`config.mk`:
```
export PLATFORM = sky130hd
export DESIGN_NAME = fetch_target_queue
export DESIGN_NICKNAME = d
export VERILOG_FILES = /design/src/rtl/fetch_target_queue_pkg.sv /design/src/rtl/fetch_target_queue_ptr_ctrl.sv /design/src/rtl/fetch_target_queue.sv
export SDC_FILE = /design/constraint.sdc
export NUM_CORES = 1
export LEC_CHECK = 0
export BUFFER_PORTS_ARGS = -buffer_cell sky130_fd_sc_hd__buf_2
export CORE_ASPECT_RATIO = 1.4
export CORE_MARGIN = 3
export CORE_UTILIZATION = 25
export DETAILED_ROUTE_END_ITERATION = 16
export GPL_TIMING_DRIVEN = 0
export HOLD_SLACK_MARGIN = 0.12
export PLACE_DENSITY_LB_ADDON = 0.08
export SKIP_CTS_REPAIR_TIMING = 1
export SYNTH_ARGS = -nofsm -noshare
export SYNTH_HDL_FRONTEND = slang
export SYNTH_SLANG_ARGS = --single-unit
```
`constraint.sdc`:
```
create_clock -name clk -period 12.64 [get_ports clk]
set_clock_uncertainty 0.15 [all_clocks]
set_input_delay 2.528 -clock clk [delete_from_list [all_inputs] [get_ports clk]]
set_output_delay 2.528 -clock clk [all_outputs]
set_load 0.02 [all_outputs]
```
`src/rtl/fetch_target_queue_pkg.sv`:
```
// Frontend shared definitions for the fetch target queue: sizing constants,
// pointer type, stored entry layout and the FTQ-to-IFU output bundle.
package fetch_target_queue_pkg;

  localparam int FTQ_DEPTH       = 8;
  localparam int FTQ_FETCH_WIDTH = 4;
  localparam int FTQ_ADDR_WIDTH  = 32;
  localparam int CACHELINE_BYTES = FTQ_FETCH_WIDTH * 4;

  localparam int FTQ_PTR_W = $clog2(FTQ_DEPTH) + 1;
  localparam int FTQ_IDX_W = $clog2(FTQ_DEPTH);
  localparam int FTQ_LEN_W = $clog2(FTQ_FETCH_WIDTH) + 1;

  // Queue pointer: low bits index the entry, MSB is the wrap bit.
  typedef logic [FTQ_PTR_W-1:0] ftq_ptr_t;

  typedef struct packed {
    logic [FTQ_ADDR_WIDTH-1:0] start_pc;
    logic [FTQ_LEN_W-1:0]      length;
    logic                      is_cross_cacheline;
  } ftq_entry_t;

  typedef struct packed {
    logic                      valid;
    logic [FTQ_ADDR_WIDTH-1:0] start_pc;
    logic [FTQ_LEN_W-1:0]      length;
    logic                      is_cross_cacheline;
    logic [FTQ_IDX_W-1:0]      id;
  } ftq_to_ifu_t;

endpackage

```
`src/rtl/fetch_target_queue_ptr_ctrl.sv`:
```
// Pointer control for the fetch target queue: write, issue and retire
// pointers, occupancy/full logic, handshake generation and flush handling.
module ftq_ptr_ctrl #(
  parameter int DEPTH = 8
) (
  input  logic                       clk,
  input  logic                       rst_n,
  input  logic                       flush_i,
  input  logic                       bpu_valid_i,
  input  logic                       ifu_accept_i,
  input  logic                       commit_valid_i,
  output logic                       bpu_ready_o,
  output logic                       ifu_valid_o,
  output logic                       enq_fire_o,
  output logic [$clog2(DEPTH)-1:0]   bpu_idx_o,
  output logic [$clog2(DEPTH)-1:0]   ifu_idx_o,
  output logic [$clog2(DEPTH):0]     count_o
);

  localparam int PTR_W = $clog2(DEPTH) + 1;
  localparam int IDX_W = $clog2(DEPTH);

  logic [PTR_W-1:0] bpuPtr_q, bpuPtr_d;
  logic [PTR_W-1:0] ifuPtr_q, ifuPtr_d;
  logic [PTR_W-1:0] commPtr_q, commPtr_d;
  logic [PTR_W-1:0] count;
  logic [PTR_W-1:0] issuedCount;
  logic             full;
  logic             issueFire;
  logic             commitFire;

  assign count       = bpuPtr_q - commPtr_q;
  assign issuedCount = ifuPtr_q - commPtr_q;
  assign full        = (count == PTR_W'(DEPTH));

  assign bpu_ready_o = ~full & ~flush_i;
  assign ifu_valid_o = (ifuPtr_q != bpuPtr_q) & ~flush_i;
  assign enq_fire_o  = bpu_valid_i & bpu_ready_o;
  assign issueFire   = ifu_valid_o & ifu_accept_i;
  assign commitFire  = commit_valid_i & (commPtr_q != ifuPtr_q) & ~flush_i;

  assign bpu_idx_o = bpuPtr_q[IDX_W-1:0];
  assign ifu_idx_o = ifuPtr_q[IDX_W-1:0];
  assign count_o   = count;

  // Next pointer values: flush empties the queue, otherwise each fire advances its own pointer.
  always_comb begin
    bpuPtr_d  = bpuPtr_q;
    ifuPtr_d  = ifuPtr_q;
    commPtr_d = commPtr_q;
    if (flush_i) begin
      bpuPtr_d  = '0;
      ifuPtr_d  = '0;
      commPtr_d = '0;
    end else begin
      if (enq_fire_o) bpuPtr_d  = bpuPtr_q + 1'b1;
      if (issueFire)  ifuPtr_d  = ifuPtr_q + 1'b1;
      if (commitFire) commPtr_d = commPtr_q + 1'b1;
    end
  end

  // Pointer registers, cleared asynchronously so the queue is empty out of reset.
  always_ff @(posedge clk or negedge rst_n) begin
    if (!rst_n) begin
      bpuPtr_q  <= '0;
      ifuPtr_q  <= '0;
      commPtr_q <= '0;
    end else begin
      bpuPtr_q  <= bpuPtr_d;
      ifuPtr_q  <= ifuPtr_d;
      commPtr_q <= commPtr_d;
    end
  end

  aCommitIssued: assert property (@(posedge clk) disable iff (!rst_n)
    (commit_valid_i && !flush_i) |-> (commPtr_q != ifuPtr_q));

  aCountBound: assert property (@(posedge clk) disable iff (!rst_n)
    count <= PTR_W'(DEPTH));

  aIfuBehindBpu: assert property (@(posedge clk) disable iff (!rst_n)
    issuedCount <= count);

endmodule

```
`src/rtl/fetch_target_queue.sv`:
```
// Fetch target queue: circular buffer of fetch blocks between the branch
// predictor and the IFU, holding issued blocks until backend commit.
module fetch_target_queue #(
  parameter int DEPTH           = fetch_target_queue_pkg::FTQ_DEPTH,
  parameter int FETCH_WIDTH     = fetch_target_queue_pkg::FTQ_FETCH_WIDTH,
  parameter int ADDR_WIDTH      = fetch_target_queue_pkg::FTQ_ADDR_WIDTH,
  parameter int CACHELINE_BYTES = fetch_target_queue_pkg::CACHELINE_BYTES
) (
  input  logic                           clk,
  input  logic                           rst_n,
  input  logic                           bpu_valid_i,
  input  logic [ADDR_WIDTH-1:0]          bpu_start_pc_i,
  input  logic [$clog2(FETCH_WIDTH):0]   bpu_length_i,
  output logic                           bpu_ready_o,
  output logic                           ifu_valid_o,
  output logic [ADDR_WIDTH-1:0]          ifu_start_pc_o,
  output logic [$clog2(FETCH_WIDTH):0]   ifu_length_o,
  output logic                           ifu_is_cross_cacheline_o,
  output logic [$clog2(DEPTH)-1:0]       ifu_id_o,
  input  logic                           ifu_accept_i,
  input  logic                           commit_valid_i,
  input  logic                           flush_i,
  output logic [$clog2(DEPTH):0]         count_o
);

  import fetch_target_queue_pkg::*;

  localparam int LEN_W = $clog2(FETCH_WIDTH) + 1;
  localparam int IDX_W = $clog2(DEPTH);
  localparam int OFF_W = $clog2(CACHELINE_BYTES) - 2;
  localparam int SUM_W = $clog2(FETCH_WIDTH) + 2;

  ftq_entry_t  entries_q [DEPTH];
  ftq_to_ifu_t ifuOut;

  logic             enqFire;
  logic [IDX_W-1:0] bpuIdx;
  logic [IDX_W-1:0] ifuIdx;
  logic [SUM_W-1:0] crossSum;
  logic             enqCross;

  ftq_ptr_ctrl #(
    .DEPTH(DEPTH)
  ) u_ptr_ctrl (
    .clk            (clk),
    .rst_n          (rst_n),
    .flush_i        (flush_i),
    .bpu_valid_i    (bpu_valid_i),
    .ifu_accept_i   (ifu_accept_i),
    .commit_valid_i (commit_valid_i),
    .bpu_ready_o    (bpu_ready_o),
    .ifu_valid_o    (ifu_valid_o),
    .enq_fire_o     (enqFire),
    .bpu_idx_o      (bpuIdx),
    .ifu_idx_o      (ifuIdx),
    .count_o        (count_o)
  );

  // Word offset within the cacheline plus instruction count; beyond one line's worth means a second line is touched.
  assign crossSum = SUM_W'(bpu_start_pc_i[2 +: OFF_W]) + SUM_W'(bpu_length_i);
  assign enqCross = crossSum > SUM_W'(FETCH_WIDTH);

  // Entry storage is never reset; validity is tracked purely by the pointers.
  always_ff @(posedge clk) begin
    if (enqFire) begin
      entries_q[bpuIdx] <= '{start_pc:           bpu_start_pc_i,
                             length:             bpu_length_i,
                             is_cross_cacheline: enqCross};
    end
  end

  // Present the block at the issue pointer, forcing the whole bundle to zero when nothing is valid.
  always_comb begin
    ifuOut = '0;
    if (ifu_valid_o) begin
      ifuOut.valid              = 1'b1;
      ifuOut.start_pc           = entries_q[ifuIdx].start_pc;
      ifuOut.length             = entries_q[ifuIdx].length;
      ifuOut.is_cross_cacheline = entries_q[ifuIdx].is_cross_cacheline;
      ifuOut.id                 = ifuIdx;
    end
  end

  assign ifu_start_pc_o           = ifuOut.start_pc;
  assign ifu_length_o             = ifuOut.length;
  assign ifu_is_cross_cacheline_o = ifuOut.is_cross_cacheline;
  assign ifu_id_o                 = ifuOut.id;

  aLengthRange: assert property (@(posedge clk) disable iff (!rst_n)
    (bpu_valid_i && bpu_ready_o) |-> (bpu_length_i != '0 && bpu_length_i <= LEN_W'(FETCH_WIDTH)));

endmodule
```
# ---- Word-level counts from Yosys, hierarchy flattened
# Memory sizes are Yosys's and may differ from the RTL's.
# Index checks and enable logic that the tools add are counted.
dict set report totals {
  regBits 12
  latchBits 0
  ramBits 288
  mem_bits_ro 0
  in_bits 41
  output_inout_bits 45
  word_cells 33
  n_memories 1
}
dict set report op_classes {
  add_sub_neg 5
  n_mul 0
  div 0
  magnitude_cmp 1
  n_eq_ne 3
  shift 0
  n_mux 9
  n_bitwise 8
  reduce_logical 3
}
# name depth word_bits rd rd_ports_with_merged_regs write_ports line
set memory_table {}
lappend memory_table {entries_q 8 36 1 0 1 fetch_target_queue.sv:33} ;# ftq_entry_t entries_q [DEPTH];
# cell n
set op_table {}
lappend op_table {{two-way mux 39 bit} 1}
lappend op_table {{two-way mux 4 bit} 6}
lappend op_table {{adder 4 x 1 -> 4 bit, second input constant} 3}
lappend op_table {{!= test 4 bit} 2}
lappend op_table {{AND 1 bit} 6}
lappend op_table {{nonzero test 2 bit} 3}
lappend op_table {{adder 2 x 3 -> 4 bit} 1}
lappend op_table {{equality test 4 bit, second input constant} 1}
lappend op_table {{> comparator 4 x 3 -> 1 bit, second input constant} 1}
lappend op_table {{subtractor 4 bit} 1}
lappend op_table {{two-way mux 1 bit} 2}
lappend op_table {{NOT 1 bit} 2}

# ---- Longest topological paths before layout
dict set report depth {
  depth_word 7
  depth_mapped 10
  depth_no_buf 9
}

# ---- Cells and area by module
# Synthesis repeated with hierarchy kept, for this count alone.
dict set report hier_totals {
  cells_unflattened 657
  hier_area_um2 12076.6
}
# module instances cells_each area_per_inst_um2 seq_area_each_um2
set by_module_without_submodules {}
lappend by_module_without_submodules {fetch_target_queue 1 561 11133.2 8648.3}
lappend by_module_without_submodules {ftq_ptr_ctrl 1 96 943.4 300.3}

# ---- Worst setup path before layout
# OpenSTA, ideal clock, no wires.
dict set report synth_path {
  kind {input to register}
  start {input port flush_i}
  end {memory entries_q[5][0] in the netlist's numbering (enable)}
  setup_ps 520
  arrival_ps 6243
  required_ps 11970
  setup_slack_ps 5727
  path_stages 2
  n_path_buf 0
  cell_sequence {a21o_1 -> nor4_1}
}
dict set report synth_between {
  elab_chain_cells 5
}
# element line
set synth_lines {}
lappend synth_lines {{from (decl)} fetch_target_queue.sv:22} ;# input logic flush_i,
lappend synth_lines {{NOT 1 bit} fetch_target_queue_ptr_ctrl.sv:36} ;# assign bpu_ready_o = ~full & ~flush_i;
lappend synth_lines {{AND 1 bit} fetch_target_queue_ptr_ctrl.sv:36}
lappend synth_lines {{AND 1 bit} fetch_target_queue_ptr_ctrl.sv:38} ;# assign enq_fire_o = bpu_valid_i & bpu_ready_o;
lappend synth_lines {{two-way mux 1 bit} fetch_target_queue.sv:65} ;# if (enqFire) begin
lappend synth_lines {{two-way mux 1 bit (implied by the code)} fetch_target_queue.sv:66} ;# entries_q[bpuIdx] <= '{start_pc: bpu_start_pc_i,
lappend synth_lines {{to (decl)} fetch_target_queue.sv:33}
# Every way passes these cells.

# ---- Worst setup path in the final report
dict set report layout_path {
  start {input port flush_i}
  end {output port ifu_start_pc_o[31]}
}
dict set report layout_between {
  elab_chain_cells 3
}
# element line
set layout_lines {}
lappend layout_lines {{NOT 1 bit} fetch_target_queue_ptr_ctrl.sv:37} ;# assign ifu_valid_o = (ifuPtr_q != bpuPtr_q) & ~flush_i;
lappend layout_lines {{AND 1 bit} fetch_target_queue_ptr_ctrl.sv:37}
lappend layout_lines {{two-way mux 39 bit} fetch_target_queue.sv:75} ;# if (ifu_valid_o) begin
lappend layout_lines {{to (decl)} fetch_target_queue.sv:16} ;# output logic [ADDR_WIDTH-1:0] ifu_start_pc_o,
# Every way passes these cells.

==> impl_summary.md <==
Drt
The pre-antenna-repair detailed-routing pass consisted of 6 iterations. In the routed layout, each cell is associated on average with a via count of 4.311. In this run, the number of DRC markers left after iteration 0 of detailed routing was 285.

The count of nets left with antenna violations once routing finished came out at 0. The routed layout has 6,092 vias. The final wirelength is 30,580 um. Dividing the detail-routed wire length by the instance count gives 21.64 um.

After detailed routing, the number of remaining DRC violations is 0.

Placement
In this run the cell area measured after placement is 13,610 um^2. The final weighted congestion in routability-driven placement is 0.7448. The number of port buffers is 85. Summed over all nets, the half-perimeter wirelength after detailed placement is 20,390 um.

Power and ir drop
The worst-case IR drop observed on VDD is 0.1002 mV. Combinational cells account for 21.0% of the total power. The fraction of power consumed by sequential logic is 45.3%. The fraction of power spent switching nets is 27.75%. Dividing total power by cell area gives a power density of 174.8 nW/um^2.

The net switching power is 0.0007059 W. The total power after layout is 0.002544 W. The analysis attributes to cell leakage a power of 4.942 nW. Cell internal power was estimated by the tool at 0.001838 W.

The fraction of power consumed by the clock network is 33.7%.

Worst setup path
The largest incremental delay on the critical path is 0.32 ns. The slowest stage of the critical path is the a21oi_1 cell. STA classifies the critical path startpoint as an input pin. By startpoint and endpoint, the worst setup path is classified as in2out. On the critical path the largest part of the delay comes from buffers and inverters.

The most used cell along the critical path is buf_2. The worst register-to-register path begins at u_ptr_ctrl.bpuPtr_q[0]$_DFFE_PN0P_. The largest fanout of any net on the critical path is 10. The destination of the worst register-to-register timing path is entries_q[1][16]$_DFFE_PP_.

The flop-to-flop setup slack is 8.79 ns. STA puts the critical path data required time at 9.96 ns. The data arrival time of the worst path is 3.85 ns. The critical path goes through buf_2, inv_1, o41ai_2, buf_2, a21oi_1, buf_2. The critical path capture point type is a primary output. The logic depth of the worst register-to-register path is 13. The sum of buffers and inverters on the critical path is 4.

Timing
The measured slew at the worst slew-check pin is 0.9470 ns. The headroom to the max-slew limit is 36.18%. In the finished design, the share of the clock period the worst path needs comes to 51.62%. The routed design could run at a clock period as short as 6.525 ns.

The total negative setup slack is 0 ns. The count of pins over their slew limit is 0. The count of final hold-check violations is 0. Setup repair after global routing left no endpoint under its margin. For this run, the top clock speed supported by timing is 0.1533 GHz. The number of endpoints failing setup at the final stage is 0.

Run
The number of maximum-capacitance constraint violations is 0.

Cells and area
The count of nets after finishing is 816. The multi-input combinational cell area is 2839 um^2. The finished cells cover 14,550 um^2. The sequential cell area in the final layout is 8949 um^2. The total of fill cells in the finished design is 4,709.

Once layout is complete, the utilization of the core stands at 30.78%. In the final layout, the share of cells above drive strength 1 is 32.74%. Relative to the synthesized area, the layout overhead comes to 21.24%.

Global routing
The number of antenna violations at the first check in global routing came to 4. The maximum number of pins on one net before global-route repair is 23. The via count of the first global-routing pass is 6,786.

The global router's overall resource usage is 12.23%. The first global-routing pass estimated 45,470 um of wire. The overflow left after global routing is 0.

Die
The effective utilization at floorplan is 25.39%. After floorplanning, the core was sized to cover 47,280 um^2. The die boundary height is 265.3 um. The die covers 50,710 um^2. In this run the horizontal extent of the chip is 191.2 um. The I/O pin total is 86. The floorplan has 94 rows.

Synth
During synthesis, Yosys emitted a total of 0 warnings. By instance count, the leading cell after synthesis is edfxtp_1. The share of the Yosys chip area taken by registers is 74.55%. The synthesized netlist net count is 666.

Sorting the synthesized cells by area gives the leading types as edfxtp_1 72%, mux4_2 11%, mux4_1 2.6%, dfrtp_1 2.5%, nand2_1 2.4%. The post-synthesis sequential element count is 300. The share of the synthesized area in the top cell type is 72.05%. The fraction of registers with async set or reset after synthesis is 4.000%.

Ranked by instance count, the synthesized netlist is headed by 288 x edfxtp_1, 78 x nand2_1, 60 x mux4_2, 40 x a21oi_1, 19 x nor2_1. Each instance of the synthesized netlist takes up on average 19.52 um^2. The post-synthesis cell type with the largest combined area is edfxtp_1. The most frequently used flop master after synthesis is edfxtp_1. The cell count after synthesis is 615. The synthesized area is 12,000 um^2. The count of cell types in the netlist is 35.

The number of synthesized flops with an enable pin is 288.

Hold path
The worst hold path stage count is 2. The hold-critical path endpoint is u_ptr_ctrl.bpuPtr_q[3]$_DFFE_PN0P_. The worst hold path begins at u_ptr_ctrl.bpuPtr_q[3]$_DFFE_PN0P_. The type of the most critical hold path is reg2reg.

Clock tree
The CTS sink count is 300. TritonCTS built the clock tree. The clock insertion delay at the later pin of the skew report is 0.56 ns. The clock input transition at the sequential cells of the worst setup and hold paths is 0.06 ns. The tree is rooted in a clkbuf_16. Counting along the longest clock path gives a buffer depth of 3. The number of clock buffers added by TritonCTS is 31.

CTS built an H-tree with a depth of 1.

Outcome
The flow ran to the end, and the final reports show no timing, DRC or antenna violations.
## per-layer routing
layer	vias to the layer above	share of wire (%)	global-route usage, %
li1	2743	-	-
met1	3195	42	15.48
met2	109	53	21.78
met3	39	3.5	2.070
met4	6	1.7	2.977
met5	-	0.15	0
## worst register-to-register path: stages (launching register included)
cell and delay, ns:
dfrtp_1 0.38, buf_2 0.17, inv_1 0.12, ha_1 0.18, inv_1 0.06, fa_1 0.37
xor2_1 0.17, nor3_1 0.13, a21o_1 0.33, nor4_2 0.72, buf_4 0.29, buf_4 0.18
buf_6 0.15, buf_6 0.14
## state kept, by name, summed over array words and instances (netlist names)
name / cells
u_ptr_ctrl.ifuPtr_q: 4
u_ptr_ctrl.bpuPtr_q: 4
entries_q: 288
u_ptr_ctrl.commPtr_q: 4
## worst max path at each step
stage | startpoint | to | slack (ns) | cells after the start
after floorplan | flush_i | entries_q[5][0]$_DFFE_PP_ | 5.73 | 2
after global placement | flush_i | entries_q[1][22]$_DFFE_PP_ | 0.77 | 3
after detailed placement | flush_i | ifu_start_pc_o[11] | 6.10 | 6
after CTS | flush_i | ifu_start_pc_o[11] | 6.09 | 6
after global routing | flush_i | ifu_start_pc_o[31] | 6.05 | 6
final | flush_i | ifu_start_pc_o[31] | 6.12 | 6
## area by class of cell
cell class              instances  area share, %
well taps                     624          5.365
repair buffers                117          5.425
plain buffers                  32          1.350
inverters                      15         0.3869
clock buffers                  35          5.434
flip-flops and latches        300          61.49
multi-input cells             268          19.51
clock inverters                21          1.023
diodes                          1        0.01720
## per-stage QoR
step | cells | hold slack [ns] | worst slack [ns]
after floorplan | 615 | 0.4061 | 5.727
after CTS | 1412 | 0.4557 | 6.092
after global placement | 1324 | 0.4483 | 0.7736
after detailed placement | 1356 | 0.4458 | 6.099
final | 1413 | 0.4527 | 6.115
after global routing | 1412 | 0.5084 | 6.051
## logic make-up (layout without fill, tap and decap cells)
group / count (synthesis) / after routing / synth area share [%]
fa+ha+maj: 10 / 10 / 1.168
compound gates: 51 / 51 / 2.679
other cells: 0 / 1 / 0
mux: 77 / 77 / 14.32
simple gates: 113 / 113 / 3.867
xor+xnor: 17 / 17 / 1.303
flops: 300 / 300 / 74.55
buf+inv: 47 / 220 / 2.106
## power by group through the flow
stage | Clock (W) | Combinational, W | Sequential (W)
CTS | 0.000891 | 0.000554 | 0.00115
finish | 0.000857 | 0.000534 | 0.00115
detailed placement | 0 | 0.000553 | 0.00117
global placement | 0 | 0.000528 | 0.00118
global route | 0.000929 | 0.000585 | 0.00116
floorplan | 0 | 0.000359 | 0.00117
## cells in the final DEF (no fill, tap or decap), drive strengths merged, types with 3 or more instances in the layout
master	instances
edfxtp	288
buf	139
nand2	78
mux4	72
clkbuf	45
a21oi	40
nor2	19
clkinv	19
inv	15
dfrtp	12
xor2	12
ha	8
xnor2	5
o21ai	4
nor3	4
nor4	3
nand3	3
mux2i	3
o41ai	3
(Power assumes the default switching activity.)
